`src/rtl/popacc_pkg.sv`:
```
// Shared constants, types and helpers for the popcount accumulate/threshold block.
package popacc_pkg;

  localparam int WORD_W  = 128;
  localparam int POP_MAX = 128;
  localparam int POP_W   = 8;

  typedef logic [POP_W-1:0] pop_t;

  // Ceiling log2 for elaboration-time width calculations.
  function automatic int clog2(input int value);
    int result;
    int rem;
    result = 0;
    rem    = value - 1;
    while (rem > 0) begin
      result = result + 1;
      rem    = rem >> 1;
    end
    return result;
  endfunction

endpackage

```
`src/rtl/popacc_thresh.sv`:
```
// Combinational binarized-neuron activation: popcount sum -> signed dot -> compare.
module popacc_thresh
  import popacc_pkg::*;
#(
  parameter  int BEATS = 4,
  parameter  int THR_W = 16,
  localparam int ACC_W = clog2(BEATS * WORD_W + 1),
  localparam int DOT_W = ACC_W + 1
) (
  input  logic [ACC_W-1:0]        acc,
  input  logic signed [THR_W-1:0] thr,
  output logic signed [DOT_W-1:0] dot,
  output logic                    act_bit
);

  // N = BEATS*128 bits; each matching bit counts +1, each mismatch -1.
  localparam logic [DOT_W-1:0] BIAS = DOT_W'(BEATS * WORD_W);

  logic signed [THR_W-1:0] dot_ext;

  // dot = 2*acc - N in DOT_W bits (exact for any legal acc), then signed compare.
  always_comb begin
    dot     = signed'({acc, 1'b0} - BIAS);
    dot_ext = THR_W'(dot);
    act_bit = (dot_ext >= thr);
  end

endmodule

```
`src/rtl/popcount_accum_threshold.sv`:
```
// Accumulates BEATS popcount beats per neuron and emits a thresholded activation bit.
// Optional feature macro: POPACC_DOT_OUT_EN adds a registered out_dot port.
module popcount_accum_threshold
  import popacc_pkg::*;
#(
  parameter  int BEATS = 4,
  parameter  int THR_W = 16,
  localparam int ACC_W = clog2(BEATS * WORD_W + 1),
  localparam int DOT_W = ACC_W + 1
) (
  input  logic                    clk,
  input  logic                    rst_n,
  input  logic                    in_valid,
  output logic                    in_ready,
  input  pop_t                    in_pop,
  input  logic                    in_last,
  input  logic signed [THR_W-1:0] in_thr,
  output logic                    out_valid,
  input  logic                    out_ready,
  output logic                    out_bit,
`ifdef POPACC_DOT_OUT_EN
  output logic signed [DOT_W-1:0] out_dot,
`endif
  output logic                    err
);

  localparam int               CNT_W    = (BEATS > 1) ? clog2(BEATS) : 1;
  localparam logic [CNT_W-1:0] LAST_IDX = CNT_W'(BEATS - 1);

  logic [CNT_W-1:0]        beat_cnt_q, beat_cnt_d;
  logic [ACC_W-1:0]        acc_q, acc_d;
  logic                    out_valid_q, out_valid_d;
  logic                    out_bit_q, out_bit_d;
  logic                    err_q, err_d;
  logic                    is_final;
  logic                    accept;
  logic [ACC_W-1:0]        acc_next;
  logic signed [DOT_W-1:0] thr_dot;
  logic                    thr_bit;

  popacc_thresh #(
    .BEATS (BEATS),
    .THR_W (THR_W)
  ) u_thresh (
    .acc     (acc_next),
    .thr     (in_thr),
    .dot     (thr_dot),
    .act_bit (thr_bit)
  );

  // Handshake, accumulation, counter, error and output-register next state.
  always_comb begin
    is_final    = (beat_cnt_q == LAST_IDX);
    // Only a final beat can be blocked: it would overwrite a result not yet taken.
    in_ready    = !(out_valid_q && !out_ready && is_final);
    accept      = in_valid && in_ready;
    acc_next    = ((beat_cnt_q == '0) ? '0 : acc_q) + ACC_W'(in_pop);

    beat_cnt_d  = beat_cnt_q;
    acc_d       = acc_q;
    out_valid_d = out_valid_q;
    out_bit_d   = out_bit_q;
    err_d       = err_q;

    if (accept) begin
      acc_d      = acc_next;
      beat_cnt_d = is_final ? '0 : beat_cnt_q + 1'b1;
      // The counter frames neurons; in_last is only cross-checked.
      if ((in_last != is_final) || (in_pop > POP_W'(POP_MAX))) begin
        err_d = 1'b1;
      end
    end

    if (accept && is_final) begin
      out_valid_d = 1'b1;
      out_bit_d   = thr_bit;
    end else if (out_valid_q && out_ready) begin
      out_valid_d = 1'b0;
    end
  end

  // State registers.
  always_ff @(posedge clk or negedge rst_n) begin
    if (!rst_n) begin
      beat_cnt_q  <= '0;
      acc_q       <= '0;
      out_valid_q <= 1'b0;
      out_bit_q   <= 1'b0;
      err_q       <= 1'b0;
    end else begin
      beat_cnt_q  <= beat_cnt_d;
      acc_q       <= acc_d;
      out_valid_q <= out_valid_d;
      out_bit_q   <= out_bit_d;
      err_q       <= err_d;
    end
  end

  assign out_valid = out_valid_q;
  assign out_bit   = out_bit_q;
  assign err       = err_q;

`ifdef POPACC_DOT_OUT_EN
  logic signed [DOT_W-1:0] dot_q, dot_d;

  // Dot value follows the same load/hold rule as out_bit.
  always_comb begin
    dot_d = dot_q;
    if (accept && is_final) begin
      dot_d = thr_dot;
    end
  end

  // Dot output register.
  always_ff @(posedge clk or negedge rst_n) begin
    if (!rst_n) begin
      dot_q <= '0;
    end else begin
      dot_q <= dot_d;
    end
  end

  assign out_dot = dot_q;
`else
  logic unused_dot;
  assign unused_dot = ^thr_dot;
`endif

endmodule

```
`config.mk`:
```
export PLATFORM = sky130hd
export DESIGN_NAME = popcount_accum_threshold
export DESIGN_NICKNAME = d
export VERILOG_FILES = /design/src/rtl/popacc_pkg.sv /design/src/rtl/popacc_thresh.sv /design/src/rtl/popcount_accum_threshold.sv
export SDC_FILE = /design/constraint.sdc
export NUM_CORES = 1
export LEC_CHECK = 0
export CORE_ASPECT_RATIO = 0.75
export CORE_MARGIN = 1
export CORE_UTILIZATION = 51
export DETAILED_ROUTE_END_ITERATION = 16
export GPL_TIMING_DRIVEN = 0
export HOLD_SLACK_MARGIN = 0.03
export PLACE_DENSITY = 0.8
export SLEW_MARGIN = 10
export SYNTH_ARGS = -nofsm -noshare
export SYNTH_HDL_FRONTEND = slang
export SYNTH_SLANG_ARGS = --single-unit
```
`constraint.sdc`:
```
create_clock -name clk -period 4.4 [get_ports clk]
set_input_delay 0.44 -clock clk [delete_from_list [all_inputs] [get_ports clk]]
set_output_delay 0.44 -clock clk [all_outputs]
set_load 0.005 [all_outputs]
```
After elaboration in Yosys (flattened, before gate mapping) --
Cells that the tools add are included.
Storage, ports and cells: flip-flop bits (word level) 15, input bits 29, output and inout port bits 4, word-level logic and storage cells 27
Cells by class: add/sub/neg operators 3, $lt $le $gt $ge 2, equality and inequality tests 2, multiplexer cells 4, reduce and logical (&&, ||, !) cells 11
Operators with widths (count):
- 11-bit by 16-bit >= comparator with 1-bit output | 1
- 11-bit by 10-bit subtractor with 11-bit output, second input constant | 1
- 10-bit by 8-bit adder with 10-bit output | 1
- 10-bit two-way mux | 1
- 8-bit greater-than comparator, second input constant | 1
- 1-bit logical AND | 5
- 2-bit by 1-bit adder with 2-bit output, second input constant | 1
- 2-bit equality test, second input constant | 1
- 1-bit zero test | 2
- 2-bit zero test | 1
- 1-bit two-way mux | 2
- 2-bit two-way mux | 1
- 2-bit AND reduction | 1
- 2-bit nonzero test | 1
- 1-bit logical OR | 1
- 1-bit != test | 1

Logic depth before layout (Yosys ltp) --
Gate-level depths: netlist of run 1.
word-level depth 7, depth in mapped cells 17, mapped depth without buffers 16

Hierarchy --
From an unflattened synthesis of run 1, not the netlist that was laid out.
Second synthesis, totals: cell total of the unflattened synthesis 193, area, all modules 1671.6 um2
By module, submodules not included:
- popcount_accum_threshold | times used 1, cells an instance 131, area each 1204.9 um2, sequential area each 375.4 um2
- popacc_thresh | times used 1, cells an instance 62, area each 466.7 um2, sequential area each 0.0 um2

Least setup slack after synthesis of run 1 --
Ideal clock, no wire load.
path type register -> register, from reg beat_cnt_q[0], to reg out_bit_q, in the netlist out_bit, setup time 0.086 ns, arrival 3.712 ns, data required time 4.314 ns, path slack 0.602 ns, cell stages (with the launch flop) 18, buffers on the path 1, period minus slack after synthesis 3.798 ns, path through dfrtp_1 -> inv_1 -> ha_1 -> clkbuf_1 -> nor2b_1 -> ha_1 -> fa_1 -> a211oi_1 -> o21bai_1 -> o22ai_1 -> xnor2_1 -> xor2_1 -> ha_1 -> a21oi_1 -> o21ai_0 -> and2_1 -> o311a_1 -> nor3_1
On the way: cells in the longest elaborated chain, start to end 5, elaborated cells on any way between the ends 10, classes of those cells add/sub: 2; order compare: 1; eq/ne: 1; mux: 1; reduce/logical: 5
Ends and longest elaborated chain:
- start: declaration | line popcount_accum_threshold.sv:30 | logic [CNT_W-1:0] beat_cnt_q, beat_cnt_d;
- start signal: assignment | line popcount_accum_threshold.sv:91 | beat_cnt_q <= beat_cnt_d;
- 2-bit zero test / 2-bit equality test (equally long branches) | line popcount_accum_threshold.sv:57, popcount_accum_threshold.sv:53
- 10-bit two-way mux / 1-bit logical AND (equally long branches) | line popcount_accum_threshold.sv:57, popcount_accum_threshold.sv:55
- 10-bit by 8-bit adder with 10-bit output / 1-bit zero test (equally long branches) | line popcount_accum_threshold.sv:57, popcount_accum_threshold.sv:55
- 11-bit by 10-bit subtractor with 11-bit output / 1-bit logical AND (equally long branches) | line popacc_thresh.sv:23, popcount_accum_threshold.sv:56
- 11-bit by 16-bit >= comparator with 1-bit output / 1-bit logical AND (equally long branches) | line popacc_thresh.sv:25, popcount_accum_threshold.sv:74
- end signal: assignment | line popcount_accum_threshold.sv:94 | out_bit_q <= out_bit_d;
- end: declaration | line popcount_accum_threshold.sv:33 | logic out_bit_q, out_bit_d;
Parallel ways exist; a longest one is shown, timed or not. A chain may end at the register's enable or synchronous reset.

Worst setup path in the final report of run 1 --
Ends and elaborated chain as after synthesis.

==> reports/metrics.cfg, run 1 <==
[outcome]
status = finished clean

[critical_path]
cp.arrival_ns = 4.28
r2r-start = beat_cnt_q[0]
start_kind = flip-flop
crit_type = flip-flop to flip-flop
path_max_fanout = 10
crit_path_end_kind = flip-flop
rrSetupSlack_ns = 0.28
cp.required_ns = 4.56
r2r-end = out_bit
reg2reg_depth = 18

[global_routing]
grt_max_degree = 16
grt_pass1_wl_um = 6009
overflow = 0
grt_pass1_vias = 1405
grt.total_usage_pct = 24.25
grt_antenna_before_repair = 0

[die]
chipHeight_um = 50.21
coreArea_um2 = 2935
dieWidth_um = 66.28
fp.dieArea_um2 = 3327
rows = 17
start_util_pct = 53.84
io_pins = 33

[clock_network]
cts_buffers = 3
cts_sinks = 15
clk-insertion-delay-late_ns = 0.25
hold_buffers = 0
htreeDepth = 1
clock_tree.buffer_depth = 2
clock-root-buffer = clkbuf_8
cts_tree = yes
path_clk_slew_ns = 0.06

[power]
p_comb_share_pct = 76.5
p_clk_share_pct = 7.7
leakage_nw = 0.9761
peakVddDrop_mv = 0.3870
sw_frac_of_total_pct = 47.98
seq_power_share_pct = 15.8
power_density_nw_per_um2 = 738.8
switching_power_mw = 0.7198
internal-power_mw = 0.7804

[layout]
final_cells = 267
nNetsFinal = 285
final_cell_mix = clkdlybuf4s50_1 (32), ha_1 (25), nand2_1 (24), inv_1 (23), a21oi_1 (17)
finish.utilization_pct = 69.18
drive_gt1_share_pct = 8.734
area_delta_synth_final_pct = 28.50
layout_commonest_cell = clkdlybuf4s50_1
antenna_cells = 0
n_fill_cell = 241

[drt]
drtPass1Iterations = 4
vias = 1466
drtIter0Drc = 68
ant_nets = 0
routed_wl_um = 3612
vias_per_cell = 5.491
avgRoutedWirePerCell_um = 13.53
remaining_drc_errors = 0

[timing]
slew_headroom_pct = 51.85
setup_viol = 0
worst_pin_slew_ns = 0.7200
hold_slack_ns = 0.4729
finalSetupTns_ns = 0
rsz0062_at_grt = false
final.setup_skew_ns = 0.003544
fmax_mhz = 242.8
post-route-min-period_ns = 4.119
hold_viol_final = 0
slew_violations = 0
timing.final.crit_share_pct = 93.62

[logic_synthesis]
syn_avg_cell_area_um2 = 8.231
synth_async_sr_flop_share_pct = 100.0
ys_seq_elements = 15
syn_nets = 247
synth_largest_area_cell = dfrtp_1
synthDominantCellAreaShare_pct = 23.75
synth_area_leaders = dfrtp_1 (24%), ha_1 (20%), nand2_1 (5.7%)
syn_area_um2 = 1580
yosysSeqAreaShare_pct = 23.75
yosysWarnings = 0
synthCells = 192
ys.flop_type = dfrtp_1
ys_types = 43
synth_edf_count = 0

[placement]
portBuffers = 32
gp_congestion = 0.8452
dpl.hpwl_um = 2826
post-place-cells = 262

[run]
cap_violations = 0

[hold_path]
hp-class = flip-flop to flip-flop
min_from = acc_q[1]
hold_end = acc_q[1]
hold_depth = 2

-- power groups by stage --
stage | clock network [mW] | registers, mW | logic (mW)
after floorplan | 0 | 0.231 | 0.822
after global placement | 0 | 0.238 | 1.04
after detailed placement | 0 | 0.240 | 1.06
after CTS | 0.117 | 0.237 | 1.08
after global routing | 0.123 | 0.246 | 1.29
final | 0.116 | 0.237 | 1.15
-- sequential cells by signal, summed over array words and instances (netlist names) --
signal and count:
acc_q 10, beat_cnt_q 2, err 1, out_bit 1, out_valid 1
-- critical path, stage by stage, from the launching register on --
cell	delay (ns)
dfrtp_1	0.39
inv_1	0.08
ha_1	0.20
clkbuf_4	0.23
nor2b_1	0.07
ha_1	0.20
fa_1	0.43
a211oi_1	0.31
o21bai_1	0.16
o22ai_2	0.18
xnor2_2	0.15
xor2_2	0.16
buf_4	0.17
ha_1	0.33
nand4_1	0.14
nor3_2	0.25
o31a_1	0.20
and4b_1	0.20
nor3_1	0.18
-- per-stage QoR --
step           power, mW  instance area, um^2  setup slack [ns]
2_1_floorplan      1.053                 1580            0.6020
3_3_place_gp       1.274                 1948          -0.07772
3_5_place_dp       1.302                 1948           -0.1096
4_1_cts            1.439                 2002            0.1251
5_1_grt            1.663                 2031           0.01850
6_report           1.500                 2031            0.2806
-- layout make-up --
| cell class | count | area (um^2) | share of cell area, % |
|---|---|---|---|
| repair buffers | 33 | 327.8 | 16.14 |
| plain buffers | 4 | 27.53 | 1.356 |
| flip-flops and latches | 15 | 375.4 | 18.48 |
| well taps | 38 | 47.55 | 2.341 |
| inverters | 23 | 86.33 | 4.251 |
| multi-input cells | 150 | 1121 | 55.21 |
| clock buffers | 4 | 45.04 | 2.218 |
-- repair_timing --
action                                  in CTS  in global routing
buffers inserted                             0                  1
endpoints found under the hold margin        0                  0
cloned                                       0                  0
endpoints found under the setup margin       1                  1
pin swaps                                    0                  1
resized for setup                            2                  5
-- worst max-delay path by stage --
| stage | start | end | depth (start not counted) |
|---|---|---|---|
| after detailed placement | beat_cnt_q[0] | out_bit | 17 |
| after global routing | beat_cnt_q[0] | out_bit | 18 |
| final | beat_cnt_q[0] | out_bit | 18 |
| after CTS | beat_cnt_q[0] | out_bit | 17 |
| after floorplan | beat_cnt_q[0] | out_bit | 17 |
| after global placement | beat_cnt_q[0] | out_bit | 17 |
-- Yosys cell counts, types with 2 or more instances --
master / number
ha_1: 25
mux2_2: 3
inv_1: 23
o211ai_1: 2
nor2b_1: 8
a21o_1: 3
nand3_1: 6
nor2_1: 7
a21oi_1: 17
nand2_1: 24
o21ai_0: 10
nand4_1: 4
dfrtp_1: 15
nor3_1: 4
o2111a_1: 2
xnor2_1: 4
clkbuf_1: 2
xor2_1: 4
a211oi_1: 3
o21bai_1: 2
and2_1: 2
-- cells by family after synthesis --
group / Yosys count / share of synthesized area [%]
buffers and inverters: 27 / 6.967
AOI/OAI and AO/OA: 47 / 19.64
and+or+nand+nor: 65 / 21.38
xor gates and xnor gates: 8 / 4.433
DFF: 15 / 23.75
adders and majority gates: 26 / 21.06
muxes: 4 / 2.771
-- per-layer routing --
layer	up-vias	track usage (%)	routed length, um
li1	755	-	-
met1	669	32.86	1811
met5	-	0	0
met4	0	10.28	95
met3	10	4.773	127
met2	32	37.59	1577
(Power assumes the default switching activity.)
==> run 2: changes to the inputs <==
--- a/config.mk
+++ b/config.mk
@@ -5,13 +5,15 @@
 export SDC_FILE = /design/constraint.sdc
 export NUM_CORES = 1
 export LEC_CHECK = 0
+export ABC_AREA = 1
 export CORE_ASPECT_RATIO = 0.75
 export CORE_MARGIN = 1
-export CORE_UTILIZATION = 51
+export CORE_UTILIZATION = 55
 export DETAILED_ROUTE_END_ITERATION = 16
+export DONT_BUFFER_PORTS = 1
 export GPL_TIMING_DRIVEN = 0
 export HOLD_SLACK_MARGIN = 0.03
-export PLACE_DENSITY = 0.8
+export PLACE_DENSITY = 0.7
 export SLEW_MARGIN = 10
 export SYNTH_ARGS = -nofsm -noshare
 export SYNTH_HDL_FRONTEND = slang
==> reports/metrics.cfg, run 2 <==
[outcome]
status = finished clean

[timing]
setup_viol = 0  ; unchanged
rsz0062_at_grt = false
hold_viol_final = 0  ; unchanged
post-route-min-period_ns = 3.536  ; -0.5829 ns
slew_violations = 0  ; unchanged
slew_headroom_pct = 56.06  ; +4.2 points
finalSetupTns_ns = 0  ; unchanged
final.setup_skew_ns = 0.002097  ; -0.001447 ns
fmax_mhz = 282.8  ; +16%
worst_pin_slew_ns = 0.6570  ; -0.06299 ns
timing.final.crit_share_pct = 80.37  ; -13 points
setup_ws_ns = 0.8635  ; +0.5829 ns
hold_slack_ns = 0.3383  ; -0.1346 ns

[global_routing]
grt_max_degree = 16  ; unchanged
grt_pass1_vias = 1243  ; -12%
grt_antenna_before_repair = 0  ; unchanged
grt_pass1_wl_um = 5554  ; -7.6%
grt.total_usage_pct = 23.34  ; -0.91 points
overflow = 0  ; unchanged

[die]
fp.dieArea_um2 = 3124  ; -6.1%
dieWidth_um = 64.21  ; -3.1%
io_pins = 33  ; unchanged
rows = 16  ; -1
chipHeight_um = 48.66  ; -3.1%
coreArea_um2 = 2683  ; -8.6%
start_util_pct = 59.51  ; +5.7 points

[drt]
avgRoutedWirePerCell_um = 11.04  ; -18%
ant_nets = 0  ; unchanged
remaining_drc_errors = 0  ; unchanged
vias = 1367  ; -6.8%
drtIter0Drc = 39  ; -43%
vias_per_cell = 4.796  ; -13%
routed_wl_um = 3146  ; -13%
drtPass1Iterations = 4  ; unchanged

[logic_synthesis]
ys_seq_elements = 15  ; unchanged
syn_avg_cell_area_um2 = 6.543  ; -21%
synthCells = 244  ; +27%
yosysWarnings = 0  ; unchanged
synth_area_leaders = dfrtp_1 (24%), ha_1 (20%), nand2_1 (19%)
ys_types = 23  ; -47%
syn_nets = 299  ; +21%
synth_most_common_cell = nand2_1
ys.flop_type = dfrtp_1
yosysSeqAreaShare_pct = 23.51  ; -0.24 points
synth_async_sr_flop_share_pct = 100.0  ; unchanged
syn_area_um2 = 1597  ; +1.0%
synthDominantCellAreaShare_pct = 23.51  ; -0.24 points
ys_top_cells_by_count = nand2_1 (79), inv_1 (49), ha_1 (25)
synth_edf_count = 0  ; unchanged
synth_largest_area_cell = dfrtp_1

[clock_network]
cts_resized = 0  ; -2
clock_tree.buffer_depth = 2  ; unchanged
path_clk_slew_ns = 0.06  ; about the same
post_cts_buffers = 0  ; unchanged
cts_buffers = 3  ; unchanged
clk-insertion-delay-late_ns = 0.25  ; about the same
cts_tree = yes
htreeDepth = 1  ; unchanged
clock-root-buffer = clkbuf_8
cts_sinks = 15  ; unchanged

[critical_path]
rrSetupSlack_ns = 0.86  ; +0.58 ns
cp.required_ns = 4.55  ; about the same
cp.arrival_ns = 3.68  ; -0.60 ns
path_max_fanout = 10  ; unchanged
start_kind = flip-flop
crit_type = flip-flop to flip-flop
crit_path_end_kind = flip-flop

[placement]
portBuffers = 0  ; -100%
place_area_um2 = 1642  ; -16%
dpl.hpwl_um = 2671  ; -5.5%
gp_congestion = 0.9255  ; +9.5%
post-place-cells = 280  ; +6.9%
pre_cts_ws_ns = 0.8708  ; +0.9803 ns

[power]
p_clk_share_pct = 9.2  ; +1.5 points
sw_frac_of_total_pct = 50.59  ; +2.6 points
seq_power_share_pct = 18.0  ; +2.2 points
p_comb_share_pct = 72.8  ; -3.7 points
peakVddDrop_mv = 0.3617  ; -6.6%
leakage_nw = 1.022  ; +4.7%
switching_power_mw = 0.6247  ; -13%
internal-power_mw = 0.6102  ; -22%
power_density_nw_per_um2 = 726.2  ; -1.7%

[layout]
largest-register = acc_q
largest_reg_flops = 10  ; unchanged
fin_area_um2 = 1700  ; -16%
nNetsFinal = 305  ; +7.0%
area_delta_synth_final_pct = 6.505
drive_gt1_share_pct = 4.418  ; -4.3 points
final_cell_mix = nand2_1 (79), inv_1 (49), ha_1 (25), nor2_1 (20), dfrtp_1 (15)
final_cells = 285  ; +6.7%
antenna_cells = 0  ; unchanged
reg_top3 = acc_q x10, beat_cnt_q x2
layout_commonest_cell = nand2_1

[run]
cap_violations = 0  ; unchanged

[hold_path]
hp-class = input port to flip-flop

-- run 2: cell count changes after synthesis, moves of 7 or more --
cell | before | now
nand2_1 | 24 | 79
inv_1 | 23 | 49
nor2_1 | 7 | 20
a21oi_1 | 17 | 8
nor2b_1 | 8 | 0
nand3_1 | 6 | 13
-- run 2: worst max-delay path, cell delays in order (launching register included) --
cell	delay, ns
dfrtp_1	0.39
inv_1	0.08
ha_1	0.16
buf_6	0.14
nor2_1	0.05
ha_1	0.23
fa_1	0.41
nand3_1	0.10
nand3_1	0.17
nand2_1	0.14
nand3_1	0.09
nand2_1	0.14
nand3_1	0.09
nand2_1	0.07
inv_1	0.11
ha_1	0.36
nand2_1	0.08
nor2_1	0.13
and2_1	0.17
nand2_1	0.08
nand3_1	0.07
nand3_1	0.07
nand2_1	0.06
inv_1	0.03
-- run 2: final cells by class --
type / count / area, um^2
flip-flops and latches: 15 / 375.4
repair buffers: 1 / 10.01
well taps: 36 / 45.04
multi-input cells: 175 / 1003
clock inverters: 1 / 7.507
fillers: 268 / 982.2
clock buffers: 3 / 41.29
inverters: 51 / 191.4
plain buffers: 3 / 26.28
-- run 2: repair_timing --
item                                   in CTS  in global routing
hold buffers                                1                  0
endpoints found under the hold margin      15                  0
setup endpoints to repair                   0                  0
-- run 2: kinds of logic (layout without fill, tap and decap cells) --
group / Yosys count / in the layout / share of synthesized area (%)
compound gates: 22 / 22 / 7.132
xor+xnor: 6 / 6 / 3.292
fa+ha+maj: 26 / 26 / 20.85
simple gates: 121 / 121 / 31.58
flops: 15 / 15 / 23.51
buf+inv: 54 / 59 / 13.64
-- run 2: path summary, 6_finish.rpt --
check	startpoint	endpoint	cells after the start
setup / recovery	beat_cnt_q[0]	out_bit	23
hold / removal	in_valid	beat_cnt_q[0]	2
setup reg to reg	beat_cnt_q[0]	out_bit	23
hold reg to reg	err	err	2
max in group asynchronous	rst_n	out_bit	1
min in group asynchronous	rst_n	acc_q[7]	1
-- run 2: routing by layer --
metal  up-vias  track usage (%)  share of wire, %
li1        761                -                 -
met4         0            5.556              0.79
met1       575            35.82                56
met2        27            34.57                39
met3         4            3.066               4.6
met5         -                0                 0
-- run 2: per-stage QoR --
step | util, % | total power [mW]
floorplan | - | 0.9410
global placement | 61.19 | 1.107
detailed placement | 61.19 | 1.118
CTS | 63.39 | 1.245
global route | 63.39 | 1.431
finish | 63.39 | 1.235
-- run 2: power groups by stage --
| stage | Clock (mW) | Combinational [mW] | Sequential [mW] |
|---|---|---|---|
| finish | 0.114 | 0.899 | 0.222 |
| global route | 0.123 | 1.08 | 0.230 |
| CTS | 0.117 | 0.907 | 0.222 |
| detailed placement | 0 | 0.893 | 0.225 |
| global placement | 0 | 0.883 | 0.223 |
| floorplan | 0 | 0.721 | 0.220 |
